### config.mk
export PLATFORM = sky130hd
export DESIGN_NAME = imem_port_arbiter_flat
export DESIGN_NICKNAME = d
export VERILOG_FILES = /design/src/rtl/imem_arb_pkg.sv /design/src/rtl/imem_port_arbiter_if.sv /design/src/rtl/imem_arb_pick.sv /design/src/rtl/imem_port_arbiter.sv /design/src/flat_wrapper.sv
export SDC_FILE = /design/constraint.sdc
export NUM_CORES = 1
export LEC_CHECK = 0
export ABC_AREA = 1
export ABC_CLOCK_PERIOD_IN_PS = 2400
export CAP_MARGIN = 20
export CORE_MARGIN = 5
export CORE_UTILIZATION = 36
export CTS_CLUSTER_DIAMETER = 60
export CTS_CLUSTER_SIZE = 40
export DETAILED_ROUTE_END_ITERATION = 16
export HOLD_SLACK_MARGIN = 0.06
export PLACE_DENSITY = 0.89
export SYNTH_ARGS = -nofsm -noshare
export SYNTH_HDL_FRONTEND = slang
export SYNTH_SLANG_ARGS = --single-unit
export TNS_END_PERCENT = 5
### constraint.sdc
create_clock -name clk -period 2.4 [get_ports clk]
set_clock_uncertainty 0.05 [all_clocks]
set_input_delay 0.48 -clock clk [delete_from_list [all_inputs] [get_ports clk]]
set_output_delay 0.48 -clock clk [all_outputs]
set_load 0.01 [all_outputs]
### src/rtl/imem_arb_pkg.sv
// Shared types and constants for the instruction-memory port arbiter.
//   owner_t       : which requester owns the read that is returning this cycle
//   IMEM_ADDR_W   : default ROM word-address width
//   IMEM_DATA_W   : default ROM word width
//   STARVE_W      : width of the IF starvation counter (holds 0..15)
package imem_arb_pkg;

  typedef enum logic [1:0] {
    OWN_NONE = 2'd0,
    OWN_IF   = 2'd1,
    OWN_D    = 2'd2
  } owner_t;

  localparam int unsigned IMEM_ADDR_W = 30;
  localparam int unsigned IMEM_DATA_W = 32;
  localparam int unsigned STARVE_W    = 4;

endpackage

### src/rtl/imem_port_arbiter_if.sv
// Bus bundle between the fetch unit, the load unit, the arbiter and the ROM.
// Handshake: a requester raises *_req with a stable *_addr and keeps both
// stable until *_gnt is seen high in the same cycle; the grant completes the
// request at that clock edge. Dropping *_req before a grant is legal. The
// return path has no backpressure: *_rvalid is high for exactly one cycle,
// one cycle after the granting edge, and *_rdata must be taken then.
// Modports:
//   slave  : the arbiter (consumes requests and ROM data, drives grants,
//            returns and the ROM address)
//   master : the requester/ROM side (the opposite directions)
interface imem_port_arbiter_if #(
  parameter int unsigned ADDR_W = 30,
  parameter int unsigned DATA_W = 32
);

  logic              if_req;
  logic [ADDR_W-1:0] if_addr;
  logic              if_gnt;
  logic              if_rvalid;
  logic [DATA_W-1:0] if_rdata;

  logic              d_req;
  logic [ADDR_W-1:0] d_addr;
  logic              d_gnt;
  logic              d_rvalid;
  logic [DATA_W-1:0] d_rdata;

  logic [ADDR_W-1:0] mem_addr;
  logic [DATA_W-1:0] mem_rdata;

  modport slave (
    input  if_req, if_addr, d_req, d_addr, mem_rdata,
    output if_gnt, if_rvalid, if_rdata, d_gnt, d_rvalid, d_rdata, mem_addr
  );

  modport master (
    output if_req, if_addr, d_req, d_addr, mem_rdata,
    input  if_gnt, if_rvalid, if_rdata, d_gnt, d_rvalid, d_rdata, mem_addr
  );

endinterface

### src/rtl/imem_arb_pick.sv
// Combinational winner select for the shared ROM read port.
// Default build: D wins contention unless the starvation counter has reached
// MAX_STARVE, in which case IF wins.
// With IMEM_ARB_RR_EN defined: contention is resolved by the round-robin
// pointer (0 = IF, 1 = D) and the starvation counter input is absent.
// Ports:
//   if_req_i, d_req_i : request lines
//   starve_cnt_i      : consecutive IF denials (default build only)
//   rr_ptr_i          : round-robin pointer (IMEM_ARB_RR_EN build only)
//   if_gnt_o, d_gnt_o : one-hot (or zero) grants
module imem_arb_pick
  import imem_arb_pkg::*;
#(
  parameter int unsigned MAX_STARVE = 4
) (
  input  logic                if_req_i,
  input  logic                d_req_i,
`ifdef IMEM_ARB_RR_EN
  input  logic                rr_ptr_i,
`else
  input  logic [STARVE_W-1:0] starve_cnt_i,
`endif
  output logic                if_gnt_o,
  output logic                d_gnt_o
);

  always_comb begin
    if_gnt_o = 1'b0;
    d_gnt_o  = 1'b0;
    if (if_req_i && d_req_i) begin
`ifdef IMEM_ARB_RR_EN
      if (rr_ptr_i == 1'b0) if_gnt_o = 1'b1;
      else                  d_gnt_o  = 1'b1;
`else
      if (starve_cnt_i == STARVE_W'(MAX_STARVE)) if_gnt_o = 1'b1;
      else                                       d_gnt_o  = 1'b1;
`endif
    end else begin
      if_gnt_o = if_req_i;
      d_gnt_o  = d_req_i;
    end
  end

endmodule

### src/rtl/imem_port_arbiter.sv
// Shares the single read port of the program ROM between instruction fetch
// (IF) and data loads (D). The ROM registers mem_addr every clock and returns
// data one cycle later; the owner register steers that data to the requester
// that was granted at the previous edge. Fully pipelined: one grant per cycle.
// Optional feature macro: IMEM_ARB_RR_EN (round-robin contention instead of
// D-priority with IF starvation guard). Port list and latency are the same
// in both builds.
// Ports:
//   clk, rst_n   : clock (rising edge), asynchronous active-low reset
//   bus          : imem_port_arbiter_if.slave (requests, grants, returns, ROM)
//   dbg_owner_o  : current owner register, for observation only
module imem_port_arbiter
  import imem_arb_pkg::*;
#(
  parameter int unsigned ADDR_W     = IMEM_ADDR_W,
  parameter int unsigned DATA_W     = IMEM_DATA_W,
  parameter int unsigned MAX_STARVE = 4
) (
  input  logic                      clk,
  input  logic                      rst_n,
  imem_port_arbiter_if.slave        bus,
  output owner_t                    dbg_owner_o
);

  owner_t            owner_q, owner_d;
  logic [ADDR_W-1:0] last_addr_q, last_addr_d;
  logic [ADDR_W-1:0] mem_addr;
  logic              if_gnt, d_gnt;

`ifdef IMEM_ARB_RR_EN
  logic              rr_ptr_q, rr_ptr_d;
`else
  logic [STARVE_W-1:0] starve_cnt_q, starve_cnt_d;
`endif

  imem_arb_pick #(
    .MAX_STARVE (MAX_STARVE)
  ) u_pick (
    .if_req_i     (bus.if_req),
    .d_req_i      (bus.d_req),
`ifdef IMEM_ARB_RR_EN
    .rr_ptr_i     (rr_ptr_q),
`else
    .starve_cnt_i (starve_cnt_q),
`endif
    .if_gnt_o     (if_gnt),
    .d_gnt_o      (d_gnt)
  );

  // State register: owner, held ROM address and the fairness state.
  always_ff @(posedge clk or negedge rst_n) begin
    if (!rst_n) begin
      owner_q      <= OWN_NONE;
      last_addr_q  <= '0;
`ifdef IMEM_ARB_RR_EN
      rr_ptr_q     <= 1'b0;
`else
      starve_cnt_q <= '0;
`endif
    end else begin
      owner_q      <= owner_d;
      last_addr_q  <= last_addr_d;
`ifdef IMEM_ARB_RR_EN
      rr_ptr_q     <= rr_ptr_d;
`else
      starve_cnt_q <= starve_cnt_d;
`endif
    end
  end

  // Next-state logic. With no grant the ROM keeps seeing the last granted
  // address so its address pins do not toggle while idle.
  always_comb begin
    owner_d  = OWN_NONE;
    mem_addr = last_addr_q;
    if (if_gnt) begin
      owner_d  = OWN_IF;
      mem_addr = bus.if_addr;
    end else if (d_gnt) begin
      owner_d  = OWN_D;
      mem_addr = bus.d_addr;
    end
    last_addr_d = mem_addr;
`ifdef IMEM_ARB_RR_EN
    // Only a contended grant moves the pointer, and it moves away from the winner.
    rr_ptr_d = rr_ptr_q;
    if (bus.if_req && bus.d_req) rr_ptr_d = if_gnt ? 1'b1 : 1'b0;
`else
    // Saturating count of consecutive cycles IF asked and lost.
    if (bus.if_req && !if_gnt)
      starve_cnt_d = (starve_cnt_q == STARVE_W'(MAX_STARVE)) ? starve_cnt_q
                                                              : starve_cnt_q + 1'b1;
    else
      starve_cnt_d = '0;
`endif
  end

  // Outputs: grants and ROM address are combinational, returns come from owner_q.
  always_comb begin
    bus.if_gnt    = if_gnt;
    bus.d_gnt     = d_gnt;
    bus.mem_addr  = mem_addr;
    bus.if_rvalid = (owner_q == OWN_IF);
    bus.d_rvalid  = (owner_q == OWN_D);
    bus.if_rdata  = (owner_q == OWN_IF) ? bus.mem_rdata : {DATA_W{1'b0}};
    bus.d_rdata   = (owner_q == OWN_D)  ? bus.mem_rdata : {DATA_W{1'b0}};
    dbg_owner_o   = owner_q;
  end

endmodule

### src/flat_wrapper.sv
// flat-port wrapper written by rule: the top's interface ports become plain ports
module imem_port_arbiter_flat import imem_arb_pkg::*;
#(
  parameter int unsigned ADDR_W     = IMEM_ADDR_W,
  parameter int unsigned DATA_W     = IMEM_DATA_W,
  parameter int unsigned MAX_STARVE = 4
)
  (clk, rst_n, dbg_owner_o, bus_if_req, bus_if_addr, bus_d_req, bus_d_addr, bus_mem_rdata, bus_if_gnt, bus_if_rvalid, bus_if_rdata, bus_d_gnt, bus_d_rvalid, bus_d_rdata, bus_mem_addr);
  imem_port_arbiter_if #(.ADDR_W(ADDR_W), .DATA_W(DATA_W)) bus_i ();
  input  logic clk;
  input  logic rst_n;
  output owner_t dbg_owner_o;
  input wire logic [$bits(bus_i.if_req)-1:0] bus_if_req;
  input wire logic [$bits(bus_i.if_addr)-1:0] bus_if_addr;
  input wire logic [$bits(bus_i.d_req)-1:0] bus_d_req;
  input wire logic [$bits(bus_i.d_addr)-1:0] bus_d_addr;
  input wire logic [$bits(bus_i.mem_rdata)-1:0] bus_mem_rdata;
  output wire logic [$bits(bus_i.if_gnt)-1:0] bus_if_gnt;
  output wire logic [$bits(bus_i.if_rvalid)-1:0] bus_if_rvalid;
  output wire logic [$bits(bus_i.if_rdata)-1:0] bus_if_rdata;
  output wire logic [$bits(bus_i.d_gnt)-1:0] bus_d_gnt;
  output wire logic [$bits(bus_i.d_rvalid)-1:0] bus_d_rvalid;
  output wire logic [$bits(bus_i.d_rdata)-1:0] bus_d_rdata;
  output wire logic [$bits(bus_i.mem_addr)-1:0] bus_mem_addr;
  assign bus_i.if_req = bus_if_req;
  assign bus_i.if_addr = bus_if_addr;
  assign bus_i.d_req = bus_d_req;
  assign bus_i.d_addr = bus_d_addr;
  assign bus_i.mem_rdata = bus_mem_rdata;
  assign bus_if_gnt = bus_i.if_gnt;
  assign bus_if_rvalid = bus_i.if_rvalid;
  assign bus_if_rdata = bus_i.if_rdata;
  assign bus_d_gnt = bus_i.d_gnt;
  assign bus_d_rvalid = bus_i.d_rvalid;
  assign bus_d_rdata = bus_i.d_rdata;
  assign bus_mem_addr = bus_i.mem_addr;
  imem_port_arbiter #(.ADDR_W(ADDR_W), .DATA_W(DATA_W), .MAX_STARVE(MAX_STARVE)) u_core (.clk(clk), .rst_n(rst_n), .bus(bus_i), .dbg_owner_o(dbg_owner_o));
endmodule
==> impl_metrics.ini, run 1 <==
[run_status]
status = completed

[worst_setup_path]
required_ns = 1.87
cp_slowest_stage_delay_ns = 0.41
worstPathCellList = inv_2 -> ha_4 -> nand3_4 -> a21oi_4 -> buf_4 -> buf_6 -> nand2_1 -> nand2_1 -> dlygate4sd2_1
crit_buf_inv = 4
slowest_stage = dfrtp_1
crit_path_start_kind = register
cpLargestDelayFamily = buffers and inverters
crit_path_max_fanout = 6
endpoint_kind = primary output
path_common_cell = nand2_1
arrival_ns = 1.83
path_class = reg2out

[final_layout]
layout_commonest_cell = clkdlybuf4s50_1
drive_gt1_frac = 0.130
n_antenna_cell = 0
mostFrequentLayoutCells = clkdlybuf4s50_1 (149), nand2_1 (124), nor2_1 (70)
finalNonFillerCells = 695
syn_to_final_growth_pct = 94.3
finalInstanceArea_um2 = 4740
nNetsFinal = 712

[grt]
grt_overflow = 0
grt_pass1_wl_um = 14800
grt_pass1_vias = 3249
grt_max_degree = 37
grt_usage = 0.212
antenna_found_initial = 0

[pwr]
combPwrFrac = 0.403
vdd_drop_max_uv = 310
p_clk_frac = 0.229
p_leak_uw = 0.00267
p_per_area_nw_per_um2 = 393
p_sw_frac = 0.313
intPower_uw = 1280
switching_power_uw = 583
seqPwrFrac = 0.368

[synth]
synth_area_um2 = 2440
syn_area_per_cell_um2 = 6.11
yosys.area.top_type = dfrtp_1
ys_seq_area_frac = 0.369
syn_inst = 399
synth_cell_types = 16
synthTopCellsByArea = dfrtp_1 (37%), nand2_1 (19%), nand3_1 (13%), inv_1 (11%), nor2_1 (11%)
synth-seq-cells = 36
synth_nets = 497
yosysTopAreaCellShare = 0.369
synth-warning-count = 0

[place]
hpwl_um = 7320
dp_cells = 674
portBuffers = 195
pre_cts_slack_ns = -0.424
gp_congestion = 0.793
dpl_cell_area_um2 = 4550

[die]
die_y_um = 92.3
rows = 30
start_util = 0.365
fp.coreArea_um2 = 6680
die_w_um = 92.3
dieArea_um2 = 8520
io_pins = 196

[sta]
rsz0062_at_grt = true
tightest_slew_ns = 0.802
setup_ws_ns = 0.0431
fin_crit_sh = 0.982
final-hold-violation-count = 0
fmax_mhz = 424
fin_crit_ns = 2.36
setup_viol = 0
slew-limit-headroom = 0.465
slew_violations = 0

[routing]
wirelength_um = 9640
routed_via_density = 4.65
dr.pass1.iters = 4
drt_iter0_markers = 91
antenna_left = 0
drc = 0
vias = 3229
avgRoutedWirePerCell_um = 13.9

[cts]
clk_path_buf_depth = 2
postCtsHoldBufs = 0
cts_root_buf = clkbuf_8
cts_num_sinks = 36
cts_buffers = 5
clkSlewWorstSetupHoldPaths_ns = 0.08
tritoncts = done
clkLatencyLatePin_ns = 0.27
htree_levels = 2

[worst_hold_path]
hp-class = in2async

[job]
cap_violations = 0
[what timing repair did]
| item | in CTS | in global routing |
|---|---|---|
| gates cloned | 2 | 0 |
| setup buffers | 10 | 1 |
| gates resized for setup | 92 | 40 |
| pin swaps | 4 | 1 |
| setup endpoints to repair | 32 | 62 |
[synthesized netlist by cell type]
library cell,n
nand2_1,126
inv_1,73
nor2_1,71
nand3_1,61
dfrtp_1,36
clkbuf_1,10
buf_2,7
buf_4,4
buf_6,3
ha_1,2
a21oi_4,1
buf_1,1
nand2_4,1
nand3_2,1
xnor2_1,1
xor2_1,1
[per-stage QoR]
step	setup TNS [ns]	utilization	hold slack [ns]	total power, uW
final	0	0.710	0.218	1860
after global routing	-0.182	0.710	0.279	1970
after CTS	-0.0407	0.709	0.244	1880
after detailed placement	-11.79	0.681	0.426	1470
after global placement	-10.75	0.681	0.419	1450
after floorplan	0	-	0.134	990
[metal layers]
| metal | GRT usage | vias to the layer above | wire length (um) | share of wire |
|---|---|---|---|---|
| li1 | - | 1601 | - | - |
| met1 | 0.227 | 1467 | 3660 | 0.38 |
| met2 | 0.412 | 145 | 5010 | 0.52 |
| met3 | 0.0455 | 16 | 777 | 0.081 |
| met4 | 0.0594 | 0 | 193 | 0.020 |
| met5 | 0 | - | 0 | 0 |
[final cells by class]
cell class,instances,area (um^2)
inverters,73,274
well taps,80,100
clock buffers,6,72.6
fillers,528,1940
flip-flops and latches,36,901
repair buffers,232,2200
multi-input cells,266,1180
clock inverters,2,16.3
[registers in the layout (all words and copies together), names as in the netlist]
register,cells
u_core.last_addr_q,30
u_core.starve_cnt_q,4
u_core.dbg_owner_o,2
[logic make-up after synthesis]
logic type	Yosys count	synth area share
simple gates	260	0.437
buf+inv	98	0.170
flops	36	0.369
xor+xnor	2	0.00718
fa+ha+maj	2	0.0103
compound gates	1	0.00667
[power by group through the flow]
| stage | Combinational, uW | Sequential (uW) | Clock (uW) |
|---|---|---|---|
| 2_1_floorplan | 297 | 693 | 0 |
| 3_3_place_gp | 760 | 695 | 0 |
| 3_5_place_dp | 775 | 697 | 0 |
| 4_1_cts | 756 | 687 | 437 |
| 5_1_grt | 819 | 691 | 464 |
| 6_report | 751 | 687 | 426 |
[path summary, 6_finish.rpt]
| kind | start | slack [ns] | depth (start not counted) | end |
|---|---|---|---|---|
| max in group asynchronous | rst_n | 1.55 | 1 | u_core.starve_cnt_q[3]$_DFFE_PN0P_ |
| max reg2reg | u_core.starve_cnt_q[1]$_DFFE_PN0P_ | 0.87 | 9 | u_core.last_addr_q[11]$_DFF_PN0_ |
| min reg2reg | u_core.last_addr_q[19]$_DFF_PN0_ | 0.54 | 4 | u_core.last_addr_q[19]$_DFF_PN0_ |
| min in group clk | u_core.last_addr_q[19]$_DFF_PN0_ | 0.54 | 4 | u_core.last_addr_q[19]$_DFF_PN0_ |
| min | rst_n | 0.22 | 1 | u_core.last_addr_q[27]$_DFF_PN0_ |
| max | u_core.starve_cnt_q[1]$_DFFE_PN0P_ | 0.04 | 9 | bus_mem_addr[8] |
(Power assumes the default switching activity.)
==> inputs of run 2 (changes only) <==
Settings changed: CAP_MARGIN 20 to default.
==> results of run 2 <==
Final layout, timing and power as in run 1 (identical DEF).
==> inputs of run 3 (changes only) <==
Settings changed: SKIP_CTS_REPAIR_TIMING from default to 1.
==> run 3 against run 2 <==
Critical path depth did not move. Total power increased by 0.16%. Non-clock buffer count shrank 8. Largest cell class unchanged.
==> impl_metrics.ini, run 3 (synthesis results as in run 1) <==
[run_status]
status = completed

[pwr]
p_leak_uw = 0.00279
p_per_area_nw_per_um2 = 392
power_uw = 1870
vdd_drop_max_uv = 311

[grt]
grt_pass1_vias = 3135
grt_pass1_wl_um = 14300
grt_max_degree = 37
grt_usage = 0.202
grt_overflow = 0
antenna_found_initial = 0

[final_layout]
mostFrequentLayoutCells = clkdlybuf4s50_1 (150), nand2_1 (124), inv_1 (71)
final_core_util = 0.712
syn_to_final_growth_pct = 95.0
drive_gt1_frac = 0.0988
regMostFlops = u_core.last_addr_q
finalNonFillerCells = 687
multi_input_area_um2 = 1180
n_fill_cell = 534
layout_commonest_cell = clkdlybuf4s50_1
n_antenna_cell = 0
seqCellArea_um2 = 901
largest_register_ffs = 30
nNetsFinal = 704

[sta]
fmax_mhz = 420
rsz0062_at_grt = true
slew-limit-headroom = 0.461
setup_ws_ns = 0.0191
fin_crit_sh = 0.992
tightest_slew_ns = 0.809
slew_violations = 0
fin_crit_ns = 2.38
setup_viol = 0
final-hold-violation-count = 0
tns_ns = 0

[routing]
avgRoutedWirePerCell_um = 13.9
drt_iter0_markers = 105
dr.pass1.iters = 4
antenna_left = 0
drc = 0
wirelength_um = 9520
routed_via_density = 4.64
vias = 3191

[cts]
cts_num_sinks = 36
htree_levels = 2
tritoncts = done
cts_buffers = 5
clkSlewWorstSetupHoldPaths_ns = 0.08
clk_path_buf_depth = 2
clkLatencyLatePin_ns = 0.27
cts_root_buf = clkbuf_8

[die]
fp.coreArea_um2 = 6680
start_util = 0.365
dieArea_um2 = 8520
rows = 30
die_y_um = 92.3
die_w_um = 92.3
io_pins = 196

[place]
pre_cts_slack_ns = -0.424
portBuffers = 195
hpwl_um = 7320
gp_congestion = 0.793
dp_cells = 674

[worst_setup_path]
crit_path_start_kind = register
endpoint_kind = primary output
arrival_ns = 1.85
rrSetupSlack_ns = 0.78
path_class = reg2out
crit_path_max_fanout = 7
required_ns = 1.87

[job]
cap_violations = 0

[worst_hold_path]
hp-class = in2async
-- run 3: cell count changes in the layout (fill, tap and decap cells not counted) --
| cell | delta |
|---|---|
| inv_1 | +2 |
| buf_2 | -11 |
| inv_2 | -3 |
| dlymetal6s2s_1 | +20 |
| clkdlybuf4s50_1 | +1 |
| buf_12 | -1 |
| buf_4 | -3 |
| dlygate4sd2_1 | -7 |
| clkdlybuf4s15_1 | -4 |
| buf_6 | -5 |
| inv_4 | +1 |
| clkbuf_2 | +2 |
-- run 3: layout make-up --
class | instances | share of cell area
inverter | 73 | 0.0581
clock inverter | 2 | 0.00342
sequential | 36 | 0.189
timing repair buffer | 224 | 0.465
multi-input combinational | 266 | 0.248
clock buffer | 6 | 0.0153
tap | 80 | 0.0210
-- run 3: worst max-delay path: stages (launching register included) --
cell and delay (ns):
dfrtp_1 0.41, inv_1 0.12, ha_4 0.16, nand3_4 0.11, a21oi_4 0.18, buf_4 0.14, buf_4 0.14, nand2_1 0.06
nand2_1 0.08, dlymetal6s2s_1 0.18
-- run 3: power breakdown --
part	internal (uW)	switching (uW)	total, uW
logic	415	340	754
clock network	206	219	425
registers	667	19.7	687
-- run 3: routing by layer --
metal | GRT usage | share of wire
met5 | 0 | 0
met4 | 0.0408 | 0.013
met3 | 0.0504 | 0.087
met2 | 0.392 | 0.52
met1 | 0.220 | 0.38
-- run 3: per-stage QoR --
stage          instance area, um^2  hold WS [ns]
2_1_floorplan                 2440         0.134
3_3_place_gp                  4550         0.419
3_5_place_dp                  4550         0.426
4_1_cts                       4640         0.244
5_1_grt                       4760         0.279
6_report                      4760         0.221
-- run 3: worst paths after layout --
| kind | startpoint | endpoint | cells past startpoint |
|---|---|---|---|
| worst max-delay path | u_core.starve_cnt_q[0]$_DFFE_PN0P_ | bus_mem_addr[21] | 9 |
| worst min-delay path | rst_n | u_core.last_addr_q[27]$_DFF_PN0_ | 1 |
| worst max register to register | u_core.starve_cnt_q[0]$_DFFE_PN0P_ | u_core.last_addr_q[17]$_DFF_PN0_ | 9 |
| worst min register to register | u_core.starve_cnt_q[0]$_DFFE_PN0P_ | u_core.starve_cnt_q[0]$_DFFE_PN0P_ | 2 |
| max in group asynchronous | rst_n | u_core.last_addr_q[20]$_DFF_PN0_ | 1 |
| min in group clk | u_core.starve_cnt_q[0]$_DFFE_PN0P_ | u_core.starve_cnt_q[0]$_DFFE_PN0P_ | 2 |
